`src/rtl/key_repeat.sv`:
```
// ---------------------------------------------------------------------------
// key_repeat
//   Conditions one clock-setting push-button. The raw pin is synchronised,
//   debounced and turned into single-cycle clk-domain strobes: one on press,
//   periodic auto-repeat strobes while held, and one on release.
//
// Ports
//   clk           in   system clock
//   rst           in   asynchronous reset, active-low
//   btn_raw       in   raw button pin, asynchronous to clk
//   btn_level     out  debounced level, 1 = pressed
//   press_pulse   out  1-cycle strobe on debounced press
//   release_pulse out  1-cycle strobe on debounced release
//   repeat_pulse  out  1-cycle strobe on each auto-repeat
//   key_pulse     out  press_pulse | repeat_pulse
//   long_hold     out  1 while auto-repeating
// ---------------------------------------------------------------------------
module key_repeat #(
  parameter int DEBOUNCE_CYCLES = 1_000_000,
  parameter int HOLD_CYCLES     = 25_000_000,
  parameter int REPEAT_CYCLES   = 5_000_000,
  parameter bit ACTIVE_LOW      = 1'b1
) (
  input  logic clk,
  input  logic rst,
  input  logic btn_raw,
  output logic btn_level,
  output logic press_pulse,
  output logic release_pulse,
  output logic repeat_pulse,
  output logic key_pulse,
  output logic long_hold
);

  localparam int DB_W  = $clog2(DEBOUNCE_CYCLES);
  localparam int H_MAX = (HOLD_CYCLES > REPEAT_CYCLES) ? HOLD_CYCLES : REPEAT_CYCLES;
  localparam int H_W   = $clog2(H_MAX);

  localparam logic [DB_W-1:0] DB_LAST     = DB_W'(DEBOUNCE_CYCLES - 1);
  localparam logic [H_W-1:0]  HOLD_LAST   = H_W'(HOLD_CYCLES - 1);
  localparam logic [H_W-1:0]  REPEAT_LAST = H_W'(REPEAT_CYCLES - 1);
  // Pin level that means "released"; the synchroniser resets to it so that
  // reset never looks like a press.
  localparam logic            PIN_IDLE    = ACTIVE_LOW;

  typedef enum logic [1:0] {
    S_IDLE    = 2'd0,
    S_PRESSED = 2'd1,
    S_REPEAT  = 2'd2
  } state_t;

  logic            r_sync1;
  logic            r_sync2;
  logic            r_stable;
  logic [DB_W-1:0] r_cnt_db;
  logic [H_W-1:0]  r_cnt_h;
  state_t          r_state;

  logic            w_sync_pressed;
  state_t          w_state_nxt;
  logic [H_W-1:0]  w_cnt_h_nxt;
  logic            w_press;
  logic            w_release;
  logic            w_repeat;

  // Polarity is normalised only after the second flop, so pressed = 1 here.
  assign w_sync_pressed = r_sync2 ^ ACTIVE_LOW;

  // Two-flop synchroniser for the asynchronous pin.
  always_ff @(posedge clk or negedge rst) begin
    if (!rst) begin
      r_sync1 <= PIN_IDLE;
      r_sync2 <= PIN_IDLE;
    end else begin
      r_sync1 <= btn_raw;
      r_sync2 <= r_sync1;
    end
  end

  // Debouncer: the stable level flips only after DEBOUNCE_CYCLES consecutive
  // cycles of disagreement; any agreement restarts the count.
  always_ff @(posedge clk or negedge rst) begin
    if (!rst) begin
      r_stable <= 1'b0;
      r_cnt_db <= '0;
    end else if (w_sync_pressed == r_stable) begin
      r_cnt_db <= '0;
    end else if (r_cnt_db == DB_LAST) begin
      r_stable <= w_sync_pressed;
      r_cnt_db <= '0;
    end else begin
      r_cnt_db <= r_cnt_db + DB_W'(1);
    end
  end

  // Next-state and strobe decode; release is tested first so it wins over a
  // coincident hold/repeat expiry.
  always_comb begin
    w_state_nxt = r_state;
    w_cnt_h_nxt = r_cnt_h;
    w_press     = 1'b0;
    w_release   = 1'b0;
    w_repeat    = 1'b0;
    case (r_state)
      S_IDLE: begin
        w_cnt_h_nxt = '0;
        if (r_stable) begin
          w_state_nxt = S_PRESSED;
          w_press     = 1'b1;
        end else begin
          w_state_nxt = S_IDLE;
        end
      end
      S_PRESSED: begin
        if (!r_stable) begin
          w_state_nxt = S_IDLE;
          w_release   = 1'b1;
          w_cnt_h_nxt = '0;
        end else if (r_cnt_h == HOLD_LAST) begin
          w_state_nxt = S_REPEAT;
          w_repeat    = 1'b1;
          w_cnt_h_nxt = '0;
        end else begin
          w_cnt_h_nxt = r_cnt_h + H_W'(1);
        end
      end
      S_REPEAT: begin
        if (!r_stable) begin
          w_state_nxt = S_IDLE;
          w_release   = 1'b1;
          w_cnt_h_nxt = '0;
        end else if (r_cnt_h == REPEAT_LAST) begin
          w_repeat    = 1'b1;
          w_cnt_h_nxt = '0;
        end else begin
          w_cnt_h_nxt = r_cnt_h + H_W'(1);
        end
      end
      default: begin
        w_state_nxt = S_IDLE;
        w_cnt_h_nxt = '0;
      end
    endcase
  end

  // State, hold counter and all registered outputs.
  always_ff @(posedge clk or negedge rst) begin
    if (!rst) begin
      r_state       <= S_IDLE;
      r_cnt_h       <= '0;
      btn_level     <= 1'b0;
      press_pulse   <= 1'b0;
      release_pulse <= 1'b0;
      repeat_pulse  <= 1'b0;
      key_pulse     <= 1'b0;
      long_hold     <= 1'b0;
    end else begin
      r_state       <= w_state_nxt;
      r_cnt_h       <= w_cnt_h_nxt;
      btn_level     <= r_stable;
      press_pulse   <= w_press;
      release_pulse <= w_release;
      repeat_pulse  <= w_repeat;
      key_pulse     <= w_press | w_repeat;
      long_hold     <= (w_state_nxt == S_REPEAT);
    end
  end

endmodule

```
`config.mk`:
```
export PLATFORM = sky130hd
export DESIGN_NAME = key_repeat
export DESIGN_NICKNAME = d
export VERILOG_FILES = /design/src/rtl/key_repeat.sv
export SDC_FILE = /design/constraint.sdc
export NUM_CORES = 1
export LEC_CHECK = 0
export CORE_MARGIN = 4
export CORE_UTILIZATION = 55
export DETAILED_ROUTE_END_ITERATION = 7
export GPL_TIMING_DRIVEN = 0
export PLACE_DENSITY_LB_ADDON = 0.05
export SLEW_MARGIN = 20
export SYNTH_ARGS = -nofsm -noshare
export SYNTH_HDL_FRONTEND = slang
export SYNTH_SLANG_ARGS = --single-unit
```
`constraint.sdc`:
```
create_clock -name clk -period 1.8 [get_ports clk]
set_input_delay 0.27 -clock clk [delete_from_list [all_inputs] [get_ports clk]]
set_output_delay 0.27 -clock clk [all_outputs]
set_load 0.01 [all_outputs]
```
==> run metrics, run 1 <==
crit path capture=r_cnt_db[5]$_DFF_PN0_; Clock transition at path regs=110 ps; GP Congestion=0.801; R2R Setup Slk=-190 ps; routed via count=2768; vias in the first global route=2594; pin count of the biggest net entering global routing=57; worst hold slack=-25.4 ps; GRT Total Usage=25.4%; core area=5110 µm²; FF+latch count, synth=56; hpwl dp=4160 µm; Syn Area/Cell=10.2 µm²; clock buffer depth=2; Pleak=1.61 nW; CP startpoint=r_cnt_db[11]$_DFF_PN0_; VDD IR max=0.000496 V; fraction of layout cells with a size suffix above 1=43.3%; post-synthesis cell type count=41; Max Fclk=0.503 GHz; critical path endpoint category=register; Crit Reg-Reg Endpoint=r_cnt_db[5]$_DFF_PN0_; Mapped Cells=285; maxcap violations=0; skew final=18.3 ps; crit path DAT=2200 ps; Die W=80.6 µm; Crit Path Max Fanout=10; Synth Flop Type=dfrtp_1; minimum clock period=1990 ps; final instance area=4230 µm²; largest area contributor in the netlist=dfrtp_1; initial core utilization=56.8%; CTS tree=built; Ys Warns=0; RSZ-0062 raised after global routing=yes; die height=80.6 µm; DRC=0; Ant. Diodes=0; post-DR wirelength/cell=21.1 µm; Cell Area, Synth=2900 µm²; CP required=2010 ps; Post-synth ARST share=100%; Hold Path Class=input pin to async pin; worst rel slew slack=53.1%; crit path launch type=register; Clk Tree Root Cell=clkbuf_8; most common cell in the synthesized netlist=dfrtp_1; Util after Layout=82.9%; initial antenna violation count=0; first-pass iteration count of the detailed router=5; status=finished, violations left; Antenna Nets Post-Route=0; detail-routed via count per cell=6.39; first-pass GRT wire length=12600 µm; dpl cells=363; Die ar.=6500 µm²; Seq/Total Area, Yosys=48.4%; Post-synth EDFFs=0; Worst-Margin Slew=704 ps; post-layout instance count excluding filler cells=433; Area Growth Syn to Fin=46.1%; Design Power=2.25 mW; Final nets=371; Final Routed Wirelength=9150 µm; Port Buffers=8; pre-CTS setup slack=-529 ps; fin crit share=110%; final setup fails=49; failing checks=negative hold slack, negative setup slack; I/O Pins=9; gr ovfl total=0; Synth top area share=46.6%; count of clock tree sinks=56; power per standard cell area=532 nW/µm²; Worst-Skew Late Latency=330 ps; synth cell count leaders=dfrtp_1, or4_1, nand2_1, nor2_1, o31ai_1; FF-to-FF Start=r_cnt_db[11]$_DFF_PN0_; worst setup margin=-187 ps; final hold vios=21; CP Class=register to register; Synth area leaders=dfrtp_1, or4_1, o31ai_1; syn nets=294; count of pins over their slew limit=0; total CTS buffers=5; # rows=26; DRT iter0 DRCs=260; Placed Area=3080 µm²; Worst R2R Path Depth=5; Max H-tree Level=2
-- metal layers --
layer	vias to the layer above	GRT usage [%]	routed length, µm
li1	1238	-	-
met1	1373	33.5	3790
met2	120	41.6	4500
met3	37	5.04	535
met4	0	8.45	320
met5	-	0	0
-- cells by family (layout without fill, tap and decap cells) --
kind of cell,after synthesis,in the layout,synth area share (%)
XOR/XNOR,22,22,6.65
flip-flops,56,56,48.4
AND/OR/NAND/NOR,111,111,22.4
AO/OA/AOI/OAI,64,64,15.8
adder cells (fa/ha/maj),6,6,2.59
buffers and inverters,25,103,3.71
multiplexers,1,1,0.388
-- where the power goes --
| part | internal, mW | total [mW] | switching (mW) | leakage (nW) |
|---|---|---|---|---|
| logic | 0.0184 | 0.0614 | 0.0430 | 0.787 |
| registers | 1.27 | 1.27 | 0.00604 | 0.763 |
| clock network | 0.492 | 0.916 | 0.425 | 0.0645 |
-- state kept, by name, summed over array words and instances (netlist names) --
register	flops
release_pulse	1
press_pulse	1
r_cnt_h	25
r_cnt_db	20
long_hold	1
btn_level	1
r_sync1	1
r_sync2	1
key_pulse	1
r_state	2
repeat_pulse	1
r_stable	1
-- through the flow --
stage	setup TNS, ps	hold slack, ps
floorplan	-1930	-25.6
global placement	-86370	347
detailed placement	-16930	354
CTS	-2860	14.4
global route	-7440	23.2
finish	-5720	-25.4
-- critical path, stage by stage (launching register included) --
cell and delay [ps]:
dfrtp_1 400, or4b_4 530, or4_4 510, o21ai_4 220, buf_6 180, nor2_1 50
-- placed cells by master, fill, tap and decap left out, types with 9 or more instances in the layout --
cell / Yosys / routed
dfrtp_1: 54 / 48
buf_4: 0 / 47
nor2_1: 16 / 16
nand2_1: 16 / 15
nand3_1: 15 / 14
o31ai_1: 16 / 14
xor2_1: 13 / 13
nand4_1: 12 / 12
a221oi_2: 0 / 12
a211oi_2: 0 / 12
inv_1: 11 / 11
buf_6: 1 / 11
or4_4: 1 / 10
xnor2_1: 9 / 9
-- what timing repair did --
action,CTS,global route
resized for setup,50,65
endpoints found under the setup margin,49,49
cloned,2,3
hold buffers,0,0
buffers inserted,35,22
pin swaps,8,24
-- worst min-delay path by stage --
stage / start / to / slack [ps] / depth (start not counted)
finish: rst / r_cnt_h[23]$_DFF_PN0_ / -30 / 1
global route: rst / r_cnt_h[23]$_DFF_PN0_ / 20 / 1
CTS: rst / r_cnt_h[18]$_DFF_PN0_ / 10 / 1
detailed placement: r_sync1$_DFF_PN1_ / r_sync2$_DFF_PN1_ / 350 / 0
global placement: r_sync1$_DFF_PN1_ / r_sync2$_DFF_PN1_ / 350 / 0
floorplan: rst / btn_level$_DFF_PN0_ / -30 / 0
-- final cells by class --
class / instances / area [µm²]
multi-input combinational: 204 / 1760
sequential: 56 / 1410
clock buffer: 7 / 96.3
tap: 70 / 87.6
inverter: 11 / 41.3
timing repair buffer: 70 / 671
buffer: 14 / 138
clock inverter: 1 / 30.0
fill: 285 / 873
No activity file was read; power rests on OpenSTA's default activity.
==> run 2, diff against run 1 <==
--- a/config.mk
+++ b/config.mk
@@ -9,7 +9,8 @@
 export CORE_UTILIZATION = 55
 export DETAILED_ROUTE_END_ITERATION = 7
 export GPL_TIMING_DRIVEN = 0
-export PLACE_DENSITY_LB_ADDON = 0.05
+export MAX_ROUTING_LAYER = met4
+export PLACE_DENSITY = 0.75
 export SLEW_MARGIN = 20
 export SYNTH_ARGS = -nofsm -noshare
 export SYNTH_HDL_FRONTEND = slang
==> run 2 against run 1 <==
  * The flow still finishes with violations (negative hold slack, negative setup slack)
  * Die area did not move
  * Sequential power barely moved
  * Hold slack improved by 16 ps
  * Combinational power rose by 6.2%
  * Flip-flop and latch count did not move
  * Clock skew fell by 9.5 ps
  * Power fell by 9.1%
  * Critical path type unchanged
  * Via count fell by 3.6%
  * Count of clock-buffer cells in the layout did not move
==> run metrics, run 2 (same netlist as run 1, synthesis figures left out) <==
R2R Setup Slk=-200 ps; fin crit share=111%; Clock transition at path regs=100 ps; final setup fails=45; failing checks=negative hold slack, negative setup slack; maxcap violations=0; pin count of the biggest net entering global routing=57; initial antenna violation count=0; post-DR wirelength/cell=19.4 µm; Design Power=2.05 mW; Port Buffers=8; final hold vios=4; clock buffer depth=2; Clk Tree Root Cell=clkbuf_8; initial core utilization=56.8%; first-pass GRT wire length=11900 µm; DRC=0; GRT Total Usage=24.3%; CTS tree=built; power per standard cell area=514 nW/µm²; detail-routed via count per cell=6.37; Die ar.=6500 µm²; Worst-Skew Late Latency=310 ps; post-layout instance count excluding filler cells=419; worst hold slack=-9.91 ps; Top reg by flops=r_cnt_h; dpl cells=363; FF-to-FF Start=r_cnt_db[15]$_DFF_PN0_; Crit Reg-Reg Endpoint=r_cnt_db[13]$_DFF_PN0_; fraction of layout cells with a size suffix above 1=38.7%; # hold bufs at CTS=0; CP Class=register to register; I/O Pins=9; Worst-Margin Slew=701 ps; first-pass iteration count of the detailed router=4; Max Fclk=0.501 GHz; skew final=8.73 ps; number of flip-flops in the largest register=25; GP Congestion=0.915; Ant. Diodes=0; most frequent cells in the layout=dfrtp_1, buf_4, nand2_1, buf_6, o31ai_1; Crit Path Max Fanout=8; minimum clock period=2000 ps; core area=5110 µm²; status=finished, violations left; pre-CTS setup slack=-459 ps; crit path DAT=2190 ps; final instance area=3980 µm²; commonest non-fill, non-tap cell in the layout=dfrtp_1; Area Growth Syn to Fin=37.2%; total CTS buffers=5; Max H-tree Level=2; gr ovfl total=0; DRT iter0 DRCs=188; die height=80.6 µm; Hold Path Class=input pin to async pin; Pleak=1.48 nW; Final nets=357; RSZ-0062 raised after global routing=yes; CP required=2000 ps; routed via count=2667; Die W=80.6 µm; Antenna Nets Post-Route=0; worst setup margin=-197 ps; Worst R2R Path Depth=5; Placed Area=3080 µm²; count of pins over their slew limit=0; Final Routed Wirelength=8130 µm; worst rel slew slack=53.3%; count of clock tree sinks=56; critical path endpoint category=register; crit path launch type=register; vias in the first global route=2529; VDD IR max=0.000372 V; Largest regs=r_cnt_h x25, r_cnt_db x20, r_state x2; hpwl dp=4070 µm; # rows=26
[run 2: cell count changes in the layout (fill, tap and decap cells not counted), sizes merged]
cell	delta
buf	-11
bufinv	-1
clkinvlp	+1
clkbuf	-3
[run 2: how the worst max path moves through the flow]
stage	start	endpoint	slack [ps]
final	r_cnt_db[15]$_DFF_PN0_	r_cnt_db[13]$_DFF_PN0_	-200
after global routing	r_cnt_db[15]$_DFF_PN0_	r_cnt_db[14]$_DFF_PN0_	-240
after CTS	r_cnt_db[11]$_DFF_PN0_	r_cnt_db[13]$_DFF_PN0_	-180
after detailed placement	r_cnt_h[0]$_DFF_PN0_	r_cnt_h[19]$_DFF_PN0_	-460
after global placement	rst	r_cnt_h[18]$_DFF_PN0_	-1210
after floorplan	r_cnt_db[11]$_DFF_PN0_	r_cnt_db[8]$_DFF_PN0_	-160
[run 2: critical path, cell delays in order (launching register included)]
cell and delay (ps):
dfrtp_1 390, or4b_1 530, or4_4 530, o21ai_4 240
buf_12 160, a21oi_1 40
[run 2: power breakdown]
| group | leakage (nW) | internal [mW] | total [mW] | switching (mW) |
|---|---|---|---|---|
| Sequential | 0.762 | 1.27 | 1.27 | 0.00593 |
| Combinational | 0.675 | 0.0205 | 0.0652 | 0.0447 |
| Clock | 0.0445 | 0.314 | 0.709 | 0.395 |
| Total | 1.48 | 1.60 | 2.05 | 0.446 |
[run 2: stage by stage]
step	utilization [%]	setup TNS (ps)
6_report	77.9	-4540
5_1_grt	77.9	-7080
4_1_cts	69.9	-3400
3_5_place_dp	60.4	-15200
3_3_place_gp	60.4	-80820
2_1_floorplan	-	-1930
[run 2: layout make-up]
| class | instances | area (µm²) |
|---|---|---|
| Fill cell | 306 | 1130 |
| Clock buffer | 7 | 86.3 |
| Tap cell | 70 | 87.6 |
| Timing Repair Buffer | 56 | 523 |
| Inverter | 11 | 41.3 |
| Clock inverter | 1 | 7.51 |
| Sequential cell | 56 | 1410 |
| Buffer | 14 | 123 |
| Multi-Input combinational cell | 204 | 1700 |
[run 2: routing by layer]
metal  global-route usage, %  vias up  wire length [µm]
li1                        -     1210                 -
met1                    30.5     1323              3260
met2                    39.7      102              4240
met3                    4.15       32               361
met4                    8.78        0               265
met5                       -        -                 0
[run 2: repair_timing]
action,CTS,global route
cloned,3,2
pin swaps,10,34
buffers inserted,28,15
gates resized for setup,41,68
endpoints found under the setup margin,49,50
==> run 3, diff against run 2 <==
--- a/config.mk
+++ b/config.mk
@@ -5,12 +5,12 @@
 export SDC_FILE = /design/constraint.sdc
 export NUM_CORES = 1
 export LEC_CHECK = 0
-export CORE_MARGIN = 4
 export CORE_UTILIZATION = 55
 export DETAILED_ROUTE_END_ITERATION = 7
 export GPL_TIMING_DRIVEN = 0
 export MAX_ROUTING_LAYER = met4
 export PLACE_DENSITY = 0.75
+export RECOVER_POWER = 100
 export SLEW_MARGIN = 20
 export SYNTH_ARGS = -nofsm -noshare
 export SYNTH_HDL_FRONTEND = slang
==> run 3 against run 2 <==
  * The run ends with negative setup slack left
  * Power is 0.78% higher
  * Sequential share of layout area hardly changed
  * Count of clock-buffer cells in the layout is 2 lower
  * Cell count is 0.48% lower
  * Hold slack better by 260 ps
  * Register-to-register slack worse by 20 ps
  * Clock power is 2% higher
  * Combinational power hardly changed
  * Largest cell class unchanged
  * Highest routed layer unchanged
  * Setup slack worse by 16 ps
  * Die area is 14% lower
  * Routed wire length is 6.0% lower
==> run metrics, run 3 (same netlist as run 1, synthesis figures left out) <==
Worst-Skew Late Latency=330 ps; Top reg by flops=r_cnt_h; maxcap violations=0; final hold vios=0; area occupied by multi-input gates=1690 µm²; Comb pwr share=3.1%; Worst R2R Path Depth=5; Antenna Nets Post-Route=0; GP Congestion=0.919; Crit Reg-Reg Endpoint=r_cnt_db[18]$_DFF_PN0_; final instance area=3970 µm²; number of flip-flops in the largest register=25; routed via count=2605; fraction of layout cells with a size suffix above 1=37.8%; count of pins over their slew limit=0; crit path launch type=register; fill count=311; first-pass iteration count of the detailed router=4; VDD IR max=0.000516 V; Critical Path Max Stage Delay=530 ps; gr ovfl total=0; minimum clock period=2010 ps; CP Class=register to register; dpl cells=363; pre-CTS setup slack=-460 ps; worst setup margin=-213 ps; pin count of the biggest net entering global routing=57; detail-routed via count per cell=6.25; Crit Path Max Fanout=9; FF-to-FF Start=r_cnt_db[12]$_DFF_PN0_; Clk network pwr share=35.1%; Final Routed Wirelength=7640 µm; crit path DAT=2220 ps; power per standard cell area=519 nW/µm²; Ant. Diodes=0; CP required=2010 ps; Max Fclk=0.497 GHz; Die ar.=5570 µm²; crit path capture=r_cnt_db[18]$_DFF_PN0_; Die W=74.6 µm; CTS tree=built; sw frac=24.0%; Area Growth Syn to Fin=36.9%; core area=5110 µm²; die height=74.6 µm; Worst path most repeated cell=or4_4; first-pass GRT wire length=10700 µm; Placed Area=3080 µm²; initial core utilization=56.8%; initial antenna violation count=0; Clk Tree Root Cell=clkbuf_8; critical-path cell with the highest stage delay=or4_4; vias in the first global route=2275; CP startpoint=r_cnt_db[12]$_DFF_PN0_; Clock transition at path regs=100 ps; skew final=18.7 ps; R2R Setup Slk=-210 ps; status=finished, violations left; Final nets=355; count of clock tree sinks=56; hpwl dp=4020 µm; I/O Pins=9; RSZ-0062 raised after global routing=yes; Largest regs=r_cnt_h x25, r_cnt_db x20, r_state x2; post-layout instance count excluding filler cells=417; fin crit share=112%; GRT Total Usage=26.5%; DRC=0; # rows=26; Pleak=1.51 nW; switching pwr=0.495 mW; final setup fails=42; failing checks=negative setup slack; post-DR wirelength/cell=18.3 µm; total CTS buffers=5; critical path endpoint category=register; critical-path cell list=or4_4 > or4_4 > o21ai_4 > buf_12 > a21oi_1; Util after Layout=77.7%; part of the power in registers=61.7%; commonest non-fill, non-tap cell in the layout=dfrtp_1; most frequent cells in the layout=dfrtp_1, buf_4, o31ai_1; clock buffer depth=2; Port Buffers=8; DRT iter0 DRCs=160; P_int=1.57 mW; worst rel slew slack=8.18%; Seq. cell area=1410 µm²; Worst-Margin Slew=1380 ps; setup tns final=-5880 ps; Hold Path Class=input pin to async pin; Max H-tree Level=2
-- run 3: cell count changes in the layout (fill, tap and decap cells not counted), moves of 2 or more --
cell / delta
buf_4: -5
clkbuf_2: +2
clkdlybuf4s50_1: -7
dfrtp_1: +2
dfrtp_2: -2
dlygate4sd3_1: +7
-- run 3: repair_timing --
item	in CTS	in global routing
buffers inserted	29	11
gates cloned	3	3
endpoints found under the setup margin	49	49
gates resized for setup	41	63
hold buffers	0	0
pin swaps	9	11
-- run 3: worst max-delay path: cells and delay by family (launching register included) --
family                 cells  cell delay (ps)
AND/OR/NAND/NOR            2             1060
buffers and inverters      1              160
AO/OA/AOI/OAI              2              270
flip-flops                 1              400
-- run 3: worst min path at each step --
stage / depth (start not counted) / end / from
6_report: 1 / r_cnt_db[17]$_DFF_PN0_ / rst
5_1_grt: 0 / r_sync2$_DFF_PN1_ / r_sync1$_DFF_PN1_
4_1_cts: 1 / r_cnt_db[6]$_DFF_PN0_ / rst
3_5_place_dp: 0 / r_sync2$_DFF_PN1_ / r_sync1$_DFF_PN1_
3_3_place_gp: 0 / r_sync2$_DFF_PN1_ / r_sync1$_DFF_PN1_
2_1_floorplan: 0 / btn_level$_DFF_PN0_ / rst
-- run 3: per-stage QoR --
stage	power (mW)	hold WS (ps)
detailed placement	1.35	350
finish	2.06	248
global placement	1.35	346
CTS	2.06	7.71
floorplan	1.32	-25.6
global route	2.13	373
-- run 3: per-layer routing --
layer	GRT usage, %	part of all wire, %	wire [µm]
met5	-	0	0
met4	10.7	2.8	213
met3	5.83	5.4	413
met2	42.1	50	3800
met1	32.9	42	3210
-- run 3: area by class of cell --
type	count	share of cell area [%]
well taps	70	2.21
plain buffers	14	3.37
multi-input cells	204	42.5
flip-flops and latches	56	35.5
repair buffers	54	13.0
inverters	11	1.04
clock inverters	3	0.567
clock buffers	5	1.73
-- run 3: power by group through the flow --
stage	logic, mW	clock network [mW]	registers, mW
global placement	0.0559	0	1.30
detailed placement	0.0556	0	1.30
floorplan	0.0216	0	1.30
finish	0.0649	0.725	1.27
global route	0.0749	0.779	1.27
CTS	0.0640	0.721	1.27
==> RTL change 1: new RTL, config.mk and constraints of run 2 <==
Register the input `btn_raw` before use, cleared by the reset. The logic sees it one clock later.
--- a/src/rtl/key_repeat.sv
+++ b/src/rtl/key_repeat.sv
@@ -49,6 +49,16 @@
     S_REPEAT  = 2'd2
   } state_t;
 
+  logic btn_raw_q;
+
+  always_ff @(posedge clk or negedge rst) begin
+    if (!rst) begin
+      btn_raw_q <= '0;
+    end else begin
+      btn_raw_q <= btn_raw;
+    end
+  end
+
   logic            r_sync1;
   logic            r_sync2;
   logic            r_stable;
@@ -72,7 +82,7 @@
       r_sync1 <= PIN_IDLE;
       r_sync2 <= PIN_IDLE;
     end else begin
-      r_sync1 <= btn_raw;
+      r_sync1 <= btn_raw_q;
       r_sync2 <= r_sync1;
     end
   end
Check against the original RTL: no difference found for any inputs over 10 cycles, from zero or initial values and one cycle with rst low; that may be too few to reach the edited logic, so the function may still have changed.
==> RTL change 1 against run 2 <==
The flow finishes with violations (negative setup slack); sequential cell count increased by 1; sequential share of layout area increased by 2.1 points; total power increased by 27%; die area increased by 3.2%; via count decreased by 6.7%; routed wire length decreased by 15%; setup slack got worse by 0.14 ns; synthesized area increased by 3.5%; cell area decreased by 4.1%; critical path depth unchanged; critical path type unchanged; critical endpoint is now r_state[1]; largest cell class unchanged; highest routed layer unchanged.
==> RTL change 1: results (changes against run 2) <==
status = finished with violations
failing checks = negative setup slack
setup slack after layout = -0.342 ns (-0.145 ns)
Reg clk slew, reported paths = 0.06 ns (-0.04 ns)
TNS Setup = -9.24 ns (-4.70 ns)
Clock power frac = 47.9% (+13 points)
clk_skew = 0.0105 ns (+0.00172 ns)
Iter 0 DRT Violations = 191 (+1.6%)
DR WL met2 = 3.36 mm (-21%)
maximum vdd drop = 0.000581 V (+56%)
Netlist cell types = 43 (+4.9%)
Synth Area in Adders = 2.50% (-0.087 points)
Placer Congestion = 0.835 (-8.8%)
Pwr per Cell Area = 683 nW/um^2 (+33%)
WL/cell = 16.9 um (-13%)
first-pass GRT wire length = 11.3 mm (-4.8%)
internal power = 0.00206 W (+29%)
Worst-Skew Late Latency = 0.34 ns (+0.03 ns)
total placed cells including tap cells = 368 (+1.4%)
wl on met1 = 3.06 mm (-6.1%)
H-tree depth = 3 (+1)
mux contribution to synthesized area = 0.709% (+0.32 points)
Total Wirelength = 6.92 mm (-15%)
fraction of synthesized cell area in xor and xnor cells = 7.88% (+1.2 points)
DR WL met3 = 384 um (+6.4%)
Syn Nets = 299 (+1.7%)
min-delay worst type = reg2reg
Crit Reg-Reg Startpoint = r_cnt_h[17]
syn_area_per_cell = 10.3 um^2 (+1.7%)
synth top area cells = dfrtp_1, xnor2_1, a211oi_1, nor2_1, a221oi_2
final hold slack = 0.351 ns (+0.361 ns)
Filler cells = 353 (+15%)
Final Setup Violations = 30 (-33%)
Placed Area = 3240 um^2 (+5.2%)
vias in the first global route = 2,336 (-7.6%)
max incr delay on CP = 0.51 ns (-0.02 ns)
Worst Tran Pin Value = 0.706 ns (+0.00516 ns)
number of CTS-inserted buffers = 9 (+4)
post-synthesis compound-gate area fraction = 14.4% (-1.4 points)
Seq/Total Area, Yosys = 47.6% (-0.80 points)
most frequent cells after synthesis = dfrtp_1, nor2_1, nand2_1, xnor2_1, a211oi_1
pre-CTS setup slack = -0.421 ns (+0.0384 ns)
Worst Path Max Fanout = 5 (-3)
met1 Use GR = 30.2% (-0.22 points)
==> RTL change 1: cell count changes in the layout (fill, tap and decap cells not counted), moves of 6 or more <==
cell,run 2,this run
nor3_1,2,8
nor2_2,9,0
xor2_1,13,7
or4_1,13,7
buf_6,15,8
buf_4,35,22
nor2_1,7,23
nor4_1,1,8
o31ai_1,15,7
xnor2_1,9,20
==> RTL change 1: worst max-delay path by stage <==
| stage | start | to | slack, ns |
|---|---|---|---|
| finish | r_cnt_h[17] | r_state[1] | -0.34 |
| global route | r_cnt_h[17] | r_cnt_h[5] | -0.41 |
| CTS | r_cnt_h[17] | r_cnt_h[4] | -0.33 |
| detailed placement | r_cnt_h[23] | r_cnt_h[12] | -0.42 |
| floorplan | r_cnt_h[23] | r_cnt_h[12] | -0.24 |
| global placement | rst | r_cnt_h[3] | -1.47 |
==> RTL change 1: logic make-up (layout without fill, tap and decap cells) <==
logic type / after synthesis / count (layout)
AOI/OAI and AO/OA: 54 / 54
xor gates and xnor gates: 27 / 27
adders and majority gates: 6 / 6
buffers and inverters: 26 / 75
DFF: 57 / 57
muxes: 2 / 2
and+or+nand+nor: 118 / 118
==> RTL change 1: repair_timing <==
action                                  in CTS  in global routing
gates cloned                                 2                  2
endpoints found under the hold margin        2                  0
pin swaps                                    4                  4
endpoints found under the setup margin      50                 50
resized for setup                           18                 27
hold buffers                                 1                  0
setup buffers                               16                  7
==> RTL change 1: cell type report <==
type | count | area (um^2) | area share (%)
Timing Repair Buffer | 35 | 339 | 8.89
Sequential cell | 57 | 1430 | 37.6
Clock inverter | 2 | 35.0 | 0.919
Clock buffer | 14 | 173 | 4.53
Inverter | 14 | 52.6 | 1.38
Multi-Input combinational cell | 207 | 1590 | 41.7
Buffer | 10 | 103 | 2.69
Tap cell | 70 | 87.6 | 2.30
==> RTL change 2: new RTL, config.mk and constraints of run 2 <==
Made on the original files. The parameter `ACTIVE_LOW` goes from 1'b1 to 1'b0.
--- a/src/rtl/key_repeat.sv
+++ b/src/rtl/key_repeat.sv
@@ -19,7 +19,7 @@
   parameter int DEBOUNCE_CYCLES = 1_000_000,
   parameter int HOLD_CYCLES     = 25_000_000,
   parameter int REPEAT_CYCLES   = 5_000_000,
-  parameter bit ACTIVE_LOW      = 1'b1
+  parameter bit ACTIVE_LOW      = 1'b0
 ) (
   input  logic clk,
   input  logic rst,
Function: no difference found for any inputs over 10 cycles, from zero or initial values and one cycle with rst low; that may be too few to reach the edited logic, so the function may still have changed.
==> RTL change 2 against run 2 <==
Clock power is 22% higher; count of clock-buffer cells in the layout is 2 lower; synthesized area is 0.73% higher; total power is 7.2% higher; routed wire length is 2.0% lower; critical path depth stayed put; critical endpoint is now r_cnt_h[13]; cell area is 2.5% lower; the flow still finishes with violations (negative hold slack, negative setup slack); sequential cell count stayed put; clock skew is 0.00058 ns lower; setup slack better by 0.092 ns; worst hold slack worse by 0.0021 ns.
==> RTL change 2: results (changes against run 2) <==
status = finished with violations
failing checks = negative hold slack, negative setup slack
Worst Path Max Fanout = 10 (+2)
Final Setup Violations = 25 (-44%)
layout net count = 349 (-2.2%)
final hold slack = -0.0120 ns (-0.00210 ns)
vias in the first global route = 2,507 (-0.87%)
worst path arrival time = 2.14 ns (-0.05 ns)
maximum vdd drop = 0.000420 V (+13%)
Worst Setup SP = r_cnt_h[1]
Logic power comb = 0.0000588 W (-9.8%)
syn_area_per_cell = 10.2 um^2 (+0.38%)
final cell count without fillers = 411 (-1.9%)
pre-CTS setup slack = -0.519 ns (-0.0600 ns)
met1 Use GR = 32.3% (+1.8 points)
TNS Setup = -1.04 ns (+3.50 ns)
post_cts resized = 45 (+9.8%)
Pwr per Cell Area = 566 nW/um^2 (+10%)
Iter 0 DRT Violations = 191 (+1.6%)
HPWL after detailed placement = 4.07 mm (-0.11%)
Syn Nets = 295 (+0.34%)
Total Wirelength = 7.96 mm (-2.0%)
First-pass DRT Iterations = 5 (+1)
Placed Area = 3100 um^2 (+0.53%)
setup slack after layout = -0.106 ns (+0.0916 ns)
Seq/Total Area, Yosys = 48.0% (-0.44 points)
post-CTS setup buffers = 25 (-11%)
met3 usage = 3.77% (-0.38 points)
synth top area cells = dfrtp_1, xor2_1, or4_1, o31ai_1, a221oi_1
routed vias/inst = 6.38 (+0.26%)
Filler cells = 353 (+15%)
GR Util met2 = 38.6% (-1.1 points)
Final Hold Fails = 8 (+4)
-- RTL change 2: changes by cell type in the layout (fill, tap and decap cells not counted), sizes merged, moves of 2 or more --
cell    delta
dfrtp      +2
o21ai      -2
or4        -2
dfstp      -2
buf        -9
clkinv     +2
-- RTL change 2: worst reg2reg max path, cell delays in order (launching register included) --
cell and delay, ns:
dfrtp_1 0.43, nand4_1 0.21, or2_1 0.29, buf_4 0.19
or4_4 0.43, a221oi_2 0.27
-- RTL change 2: routing by layer --
metal | share of wire (%) | up-vias
met5 | 0 | -
met4 | 2.7 | 0
met3 | 4.0 | 28
met2 | 50 | 96
met1 | 43 | 1306
li1 | - | 1193
-- RTL change 2: worst paths after layout --
check / endpoint / slack, ns / cells after the start
worst max-delay path: r_cnt_h[13] / -0.11 / 5
worst min-delay path: r_cnt_h[22] / -0.01 / 1
worst max register to register: r_cnt_h[13] / -0.11 / 5
worst min register to register: r_sync2 / 0.37 / 0
max in group asynchronous: r_cnt_h[12] / 1.30 / 1
min in group clk: r_sync2 / 0.37 / 0
-- RTL change 2: layout make-up --
cell class,instances,share of cell area (%)
plain buffers,14,2.84
clock buffers,5,1.77
well taps,70,2.26
multi-input cells,204,43.7
repair buffers,48,10.7
flip-flops and latches,56,36.4
inverters,11,1.06
clock inverters,3,1.23
-- RTL change 2: logic make-up (layout without fill, tap and decap cells) --
| logic type | after synthesis | after routing | synth area share [%] |
|---|---|---|---|
| mux | 2 | 2 | 0.771 |
| xor+xnor | 22 | 22 | 6.60 |
| flops | 56 | 56 | 48.0 |
| buf+inv | 26 | 81 | 3.68 |
| simple gates | 112 | 112 | 22.6 |
| fa+ha+maj | 6 | 6 | 2.57 |
| compound gates | 62 | 62 | 15.8 |
